File: src/rtl/reg_file_scoreboard_if.sv
// Decode/writeback bundle for reg_file_scoreboard: two read ports, issue handshake, writeback.
// master = decode/writeback side driving requests, slave = the register file.
interface reg_file_scoreboard_if #(
  parameter int unsigned DATA_WIDTH = 32,
  parameter int unsigned ADDR_WIDTH = 5
);
  logic [ADDR_WIDTH-1:0] rd_addr_a;
  logic [DATA_WIDTH-1:0] rd_data_a;
  logic                  rd_ready_a;
  logic [ADDR_WIDTH-1:0] rd_addr_b;
  logic [DATA_WIDTH-1:0] rd_data_b;
  logic                  rd_ready_b;
  logic                  issue_valid;
  logic [ADDR_WIDTH-1:0] issue_dest;
  logic                  issue_ready;
  logic                  wb_valid;
  logic [ADDR_WIDTH-1:0] wb_addr;
  logic [DATA_WIDTH-1:0] wb_data;
  logic                  wb_err;

  modport master (
    output rd_addr_a, rd_addr_b, issue_valid, issue_dest, wb_valid, wb_addr, wb_data,
    input  rd_data_a, rd_ready_a, rd_data_b, rd_ready_b, issue_ready, wb_err
  );

  modport slave (
    input  rd_addr_a, rd_addr_b, issue_valid, issue_dest, wb_valid, wb_addr, wb_data,
    output rd_data_a, rd_ready_a, rd_data_b, rd_ready_b, issue_ready, wb_err
  );
endinterface

File: src/rtl/reg_file_scoreboard.sv
// Register file with per-register pending scoreboard gating issue on RAW/WAW hazards.
// Optional write-through forwarding when RFSB_BYPASS_EN is defined.
module reg_file_scoreboard #(
  parameter int unsigned DATA_WIDTH = 32,
  parameter int unsigned ADDR_WIDTH = 5
) (
  input logic                  clk,
  input logic                  rst,
  reg_file_scoreboard_if.slave bus
);
  localparam int unsigned NumRegs = 2 ** ADDR_WIDTH;

  logic [DATA_WIDTH-1:0] regs_q [NumRegs];
  logic [NumRegs-1:0]    pending_q;
  logic                  wb_err_q;

  logic                  wb_hit;
  logic                  issue_fire;
  logic [NumRegs-1:0]    pending_eff;

  assign wb_hit     = bus.wb_valid && (bus.wb_addr != '0);
  assign issue_fire = bus.issue_valid && bus.issue_ready && (bus.issue_dest != '0);

  always_comb begin
    pending_eff = pending_q;
`ifdef RFSB_BYPASS_EN
    // A writeback landing this cycle already counts as cleared for hazard checks.
    if (wb_hit) pending_eff[bus.wb_addr] = 1'b0;
`endif
  end

  always_comb begin
    bus.rd_data_a  = (bus.rd_addr_a == '0) ? '0 : regs_q[bus.rd_addr_a];
    bus.rd_ready_a = (bus.rd_addr_a == '0) || !pending_eff[bus.rd_addr_a];
    bus.rd_data_b  = (bus.rd_addr_b == '0) ? '0 : regs_q[bus.rd_addr_b];
    bus.rd_ready_b = (bus.rd_addr_b == '0) || !pending_eff[bus.rd_addr_b];
`ifdef RFSB_BYPASS_EN
    if (wb_hit && (bus.wb_addr == bus.rd_addr_a)) bus.rd_data_a = bus.wb_data;
    if (wb_hit && (bus.wb_addr == bus.rd_addr_b)) bus.rd_data_b = bus.wb_data;
`endif
  end

  assign bus.issue_ready = bus.rd_ready_a && bus.rd_ready_b &&
                           ((bus.issue_dest == '0) || !pending_eff[bus.issue_dest]);
  assign bus.wb_err      = wb_err_q;

  always_ff @(posedge clk) begin
    if (rst) begin
      for (int i = 0; i < NumRegs; i++) regs_q[i] <= '0;
      pending_q <= '0;
      wb_err_q  <= 1'b0;
    end else begin
      if (wb_hit) begin
        regs_q[bus.wb_addr]    <= bus.wb_data;
        pending_q[bus.wb_addr] <= 1'b0;
        if (!pending_q[bus.wb_addr]) wb_err_q <= 1'b1;
      end
      // Issued after the writeback clear so a same-index set wins.
      if (issue_fire) pending_q[bus.issue_dest] <= 1'b1;
    end
  end
endmodule
File: src/flat_wrapper.sv
// flat-port wrapper written by rule: the top's interface ports become plain ports
module reg_file_scoreboard_flat 
#(
  parameter int unsigned DATA_WIDTH = 32,
  parameter int unsigned ADDR_WIDTH = 5
)
  (clk, rst, bus_rd_addr_a, bus_rd_addr_b, bus_issue_valid, bus_issue_dest, bus_wb_valid, bus_wb_addr, bus_wb_data, bus_rd_data_a, bus_rd_ready_a, bus_rd_data_b, bus_rd_ready_b, bus_issue_ready, bus_wb_err);
  reg_file_scoreboard_if #(.DATA_WIDTH(DATA_WIDTH), .ADDR_WIDTH(ADDR_WIDTH)) bus_i ();
  input logic clk;
  input logic rst;
  input wire logic [$bits(bus_i.rd_addr_a)-1:0] bus_rd_addr_a;
  input wire logic [$bits(bus_i.rd_addr_b)-1:0] bus_rd_addr_b;
  input wire logic [$bits(bus_i.issue_valid)-1:0] bus_issue_valid;
  input wire logic [$bits(bus_i.issue_dest)-1:0] bus_issue_dest;
  input wire logic [$bits(bus_i.wb_valid)-1:0] bus_wb_valid;
  input wire logic [$bits(bus_i.wb_addr)-1:0] bus_wb_addr;
  input wire logic [$bits(bus_i.wb_data)-1:0] bus_wb_data;
  output wire logic [$bits(bus_i.rd_data_a)-1:0] bus_rd_data_a;
  output wire logic [$bits(bus_i.rd_ready_a)-1:0] bus_rd_ready_a;
  output wire logic [$bits(bus_i.rd_data_b)-1:0] bus_rd_data_b;
  output wire logic [$bits(bus_i.rd_ready_b)-1:0] bus_rd_ready_b;
  output wire logic [$bits(bus_i.issue_ready)-1:0] bus_issue_ready;
  output wire logic [$bits(bus_i.wb_err)-1:0] bus_wb_err;
  assign bus_i.rd_addr_a = bus_rd_addr_a;
  assign bus_i.rd_addr_b = bus_rd_addr_b;
  assign bus_i.issue_valid = bus_issue_valid;
  assign bus_i.issue_dest = bus_issue_dest;
  assign bus_i.wb_valid = bus_wb_valid;
  assign bus_i.wb_addr = bus_wb_addr;
  assign bus_i.wb_data = bus_wb_data;
  assign bus_rd_data_a = bus_i.rd_data_a;
  assign bus_rd_ready_a = bus_i.rd_ready_a;
  assign bus_rd_data_b = bus_i.rd_data_b;
  assign bus_rd_ready_b = bus_i.rd_ready_b;
  assign bus_issue_ready = bus_i.issue_ready;
  assign bus_wb_err = bus_i.wb_err;
  reg_file_scoreboard #(.DATA_WIDTH(DATA_WIDTH), .ADDR_WIDTH(ADDR_WIDTH)) u_core (.clk(clk), .rst(rst), .bus(bus_i));
endmodule
File: config.mk
export PLATFORM = sky130hd
export DESIGN_NAME = reg_file_scoreboard_flat
export DESIGN_NICKNAME = d
export VERILOG_FILES = /design/src/rtl/reg_file_scoreboard_if.sv /design/src/rtl/reg_file_scoreboard.sv /design/src/flat_wrapper.sv
export SDC_FILE = /design/constraint.sdc
export NUM_CORES = 2
export LEC_CHECK = 0
export BUFFER_PORTS_ARGS = -buffer_cell sky130_fd_sc_hd__buf_2
export CORE_MARGIN = 2
export CORE_UTILIZATION = 45
export DETAILED_ROUTE_END_ITERATION = 10
export PLACE_DENSITY = 0.73
export SYNTH_ARGS = -nofsm -noshare
export SYNTH_HDL_FRONTEND = slang
export SYNTH_SLANG_ARGS = --single-unit
File: constraint.sdc
create_clock -name clk -period 2.7 [get_ports clk]
set_input_delay 0.405 -clock clk [delete_from_list [all_inputs] [get_ports clk]]
set_output_delay 0.405 -clock clk [all_outputs]
set_load 0.01 [all_outputs]
Word level (Yosys, flattened, before mapping)
Memory sizes are Yosys's and may differ from the RTL's.
Cells that the tools add are included.
{"block": "word_totals", "regBits": 33, "mem_bits_rw": 1024, "inputBits": 56, "out_inout_bits": 68, "word_cells": 58, "memories": 1}
{"block": "classes", "order_cmp": 6, "n_mux": 25, "bitwise_logic": 4, "reduce_logical": 20}
{"memory": "u_core.regs_q", "depth": 32, "word_bits": 32, "read_ports": 2, "rd_clocked_by_memory_dff": 0, "write_ports": 32, "line": "reg_file_scoreboard.sv:13", "source": "logic [DATA_WIDTH-1:0] regs_q [NumRegs];"}
{"op": "2-to-1 mux 32 bit", "count": 6}
{"op": "bitwise AND 32 bit", "count": 1}
{"op": "NOT 32 bit", "count": 1}
{"op": "OR 32 bit", "count": 1}
{"op": "OR reduction 32 bit", "count": 1}
{"op": "< comparator 5 x 6 -> 1 bit, second input constant", "count": 4}
{"op": "binary-select mux 1 bit (select 5 bit)", "count": 4}
{"op": "logical NOT 5 bit", "count": 3}
{"op": "2-to-1 mux 1 bit", "count": 12}
{"op": "demux 1 bit (select 5 bit)", "count": 2}
{"op": ">= comparator 5 x 1 -> 1 bit, second input constant", "count": 2}
{"op": "nonzero test 5 bit", "count": 2}
{"op": "logical AND 1 bit", "count": 7}
{"op": "2-to-1 mux 5 bit", "count": 1}
{"op": "logical NOT 1 bit", "count": 3}
{"op": "logical OR 1 bit", "count": 3}
{"op": "AND reduction 2 bit", "count": 1}
{"op": "NOT 1 bit", "count": 1}

Longest topological paths before layout
{"block": "depth", "depth_word": 10, "mapped_depth": 11, "mapped_depth_nobuf": 5}

Least setup slack after synthesis
Ideal clock, no wire load.
{"block": "synth_path", "kind": "input -> register", "startpoint": "input port bus_wb_addr[0]", "endpoint": "memory u_core.regs_q[24][0] (enable)", "setup_time_ns": 0.387, "t_arrival_ns": 2.364, "t_required_ns": 2.313, "slack_ns": -0.050, "stages": 5, "cell_sequence": "buf_2 -> clkbuf_1 -> nor4b_1 -> a21oi_1 -> inv_1"}
{"element": "from (decl)", "line": "flat_wrapper.sv:16", "source": "input wire logic [$bits(bus_i.wb_addr)-1:0] bus_wb_addr;"}
{"element": "to (decl)", "line": "reg_file_scoreboard.sv:13"}

==> qor.txt <==
final hold violations -> 0
CTS tree -> done
Starting Density -> 45.4%
WP buf/inv -> 2
port bufs -> 123
ranking of synthesized cells by area -> edfxtp_1 (54%), mux4_2 (22%), and2_1 (11%)
critical path class -> flop to output pin
CP Data Required Time -> 2300 ps
Critical Path AT -> 2860 ps
WHS -> 124 ps
unrepaired setup endpoints after global routing -> yes
Switching Share -> 25.8%
Seq cells post-synth -> 1057
crit path capture type -> output pin
dpl ws -> -976 ps
cell family contributing the most delay on the critical path -> multiplexers
maxcap violations -> 0
Final GP Congestion -> 0.899
Period Utilization, post-route -> 121%
part of the Yosys area used for sequential elements -> 55.1%
Syn Std Cell Area -> 57000 um^2
GR Util met1 -> 41.0%
Top FF cell, synth -> edfxtp_1
Setup WS post-layout -> -570 ps
P_leak -> 23.8 nW
combinational group share of total power -> 15.1%
antenna violations before repair -> 26
most area-hungry cell type in the Yosys netlist -> edfxtp_1
Num CTS Buffers -> 107
Rel. slew slack -> 3.58%
Detail Route Antenna Nets -> 0
H-tree depth -> 3
Psw -> 10.4 mW
area grow syn2layout -> 18.7%
Util after Layout -> 53.9%
CP peak stage delay -> 560 ps
Final HPWL DP -> 123000 um
Seq pwr share -> 47.8%
Remaining DRCs -> 0
Pwr Total -> 40.5 mW
clk_lat worst skew -> 730 ps
Hold Path Class -> input pin to flop
status -> finished, violations left
Crit Path Max Fanout -> 2
time the worst path needs with I/O delays and setup -> 3270 ps
multi-input logic area -> 25100 um^2
fillers -> 9714
Syn Inst Count -> 3706
met2 GRT Util -> 45.3%
first-pass GRT wire length -> 281000 um
Post-synth EDFFs -> 1024
register area -> 31400 um^2
CTS Buffer Depth -> 3
total wire length -> 200000 um
largest net degree at the start of global routing -> 74
Avg Inst Size Synth -> 15.4 um^2
worst-path cell chain -> mux4_2 > mux4_2 > mux2i_4 > buf_6 > nor2_4 > buf_6
DIE HEIGHT -> 360 um
Max IR drop VDD -> 0.000548 V
Yosys warning total -> 0
P_int -> 30.0 mW
number of global-route vias before repair -> 37900
share of post-route cells with drive strength above 1 -> 36.7%
die width -> 360 um
ys async rst share -> 0%
GR Util All Layers -> 30.5%
GR peak layer -> met2
Final Instance Area -> 67600 um^2
failing checks -> setup timing
number of core rows -> 130
commonest non-fill, non-tap cell in the layout -> edfxtp_1
num ports -> 124
f_max -> 0.306 GHz
CP max stage cell -> mux4_2
Clock Skew -> 19.2 ps
reg2reg setup slack -> 510 ps
die area -> 129000 um^2
startpoint type of the worst setup path -> flop
total grt overflow -> 0
measured slew at the worst slew-check pin -> 1440 ps
pwr/cell area -> 599 nW/um^2
Nets -> 4026
Max Transition Viols Final -> 0
routed vias -> 38700
Pre-Repair DR Iteration Count -> 6
root buffer cell -> clkbuf_16
DR iter-0 viols -> 7185
drt wl/cell -> 35.0 um
area of the core -> 126000 um^2
Vias per Instance -> 6.75
Netlist cell types -> 57
clock sink total -> 1057
Synth top area share -> 54.0%
Finish-stage setup viols -> 66
most frequent cells in the layout -> edfxtp_1 (1024), and2_1 (995), mux4_2 (562), buf_4 (282), mux2i_1 (129)
met3 Use GR -> 10.4%
Worst-path clk slew -> 70 ps
clock network fraction of total power -> 37.0%
Cell Area, Placed -> 62700 um^2
[repair_timing]
item | CTS | global route
hold buffers | 0 | 0
cloned | 2 | 2
setup buffers | 18 | 11
resized for setup | 205 | 47
endpoints found under the setup margin | 67 | 67
pin swaps | 44 | 25
[per-layer routing]
layer	vias to the layer above	share of wire [%]
li1	14900	-
met1	19700	35
met2	3447	44
met3	666	16
met4	14	5.0
met5	-	0.046
[stage by stage]
stage / std cells / TNS (ps)
after floorplan: 3737 / 0
after global placement: 5499 / -26940
after detailed placement: 5499 / -28870
after CTS: 5697 / -20100
after global routing: 5718 / -22880
final: 5726 / -19510
[worst reg2reg max path: cells and delay by family (launching register included)]
kind / cells / cell delay (ps)
mux: 1 / 460
compound gates: 2 / 470
flops: 1 / 350
buf+inv: 1 / 260
simple gates: 2 / 540
[cell type report]
class,count,share of cell area (%)
diodes,16,0.0592
clock buffers,124,4.15
clock inverters,75,0.947
inverters,36,0.233
multi-input cells,2241,37.1
flip-flops and latches,1057,46.5
well taps,1650,3.05
repair buffers,527,8.00
[cells in the mapped netlist (2+ instances only)]
library cell,n
o21ai_1,2
nor2_1,87
inv_1,36
a221oi_1,30
nand3b_1,2
dfxtp_1,33
o21ai_0,13
nand4_1,13
nand2_1,49
nor3_1,30
a211o_1,23
buf_1,27
a21oi_1,48
mux2i_1,149
nand2b_1,3
o31ai_1,10
nor3b_1,7
buf_4,14
nand3_1,10
o221ai_1,26
o22a_1,2
and2_1,995
clkbuf_1,281
and3_1,4
or3_1,4
o22ai_1,36
a21o_1,8
mux4_2,562
buf_2,64
nor2b_1,6
and3b_1,5
mux2_2,55
or3b_2,2
buf_6,14
a211oi_1,5
edfxtp_1,1024
or2_2,2
a22oi_1,4
buf_8,2
a32oi_1,2
[flip-flops by register name, indices dropped and copies added (netlist names)]
signal and count:
u_core.pending_eff 32, u_core.bus.wb_err 1, u_core.regs_q 1024
[final timing paths]
kind	startpoint	end	cells past startpoint
setup / recovery	u_core.regs_q[31][24]	bus_rd_data_b[24]	6
hold / removal	bus_wb_valid	u_core.bus.wb_err	3
setup reg to reg	u_core.pending_eff[15]	u_core.pending_eff[17]	6
hold reg to reg	u_core.pending_eff[21]	u_core.pending_eff[21]	2
[logic make-up after synthesis]
group                  Yosys count  share of synthesized area [%]
AND/OR/NAND/NOR               1229                           12.9
multiplexers                   766                           25.9
other                            1                        0.00658
flip-flops                    1057                           55.1
buffers and inverters          439                           3.35
AO/OA/AOI/OAI                  214                           2.68
[power groups by stage]
stage               Clock (mW)  Sequential [mW]  Combinational (mW)
floorplan                    0             19.5                3.15
global placement             0             19.6                5.50
detailed placement           0             19.7                5.54
CTS                       15.0             19.3                5.91
global route              15.6             19.4                6.28
finish                    15.0             19.4                6.13
Power figures use the tool's default switching activity.
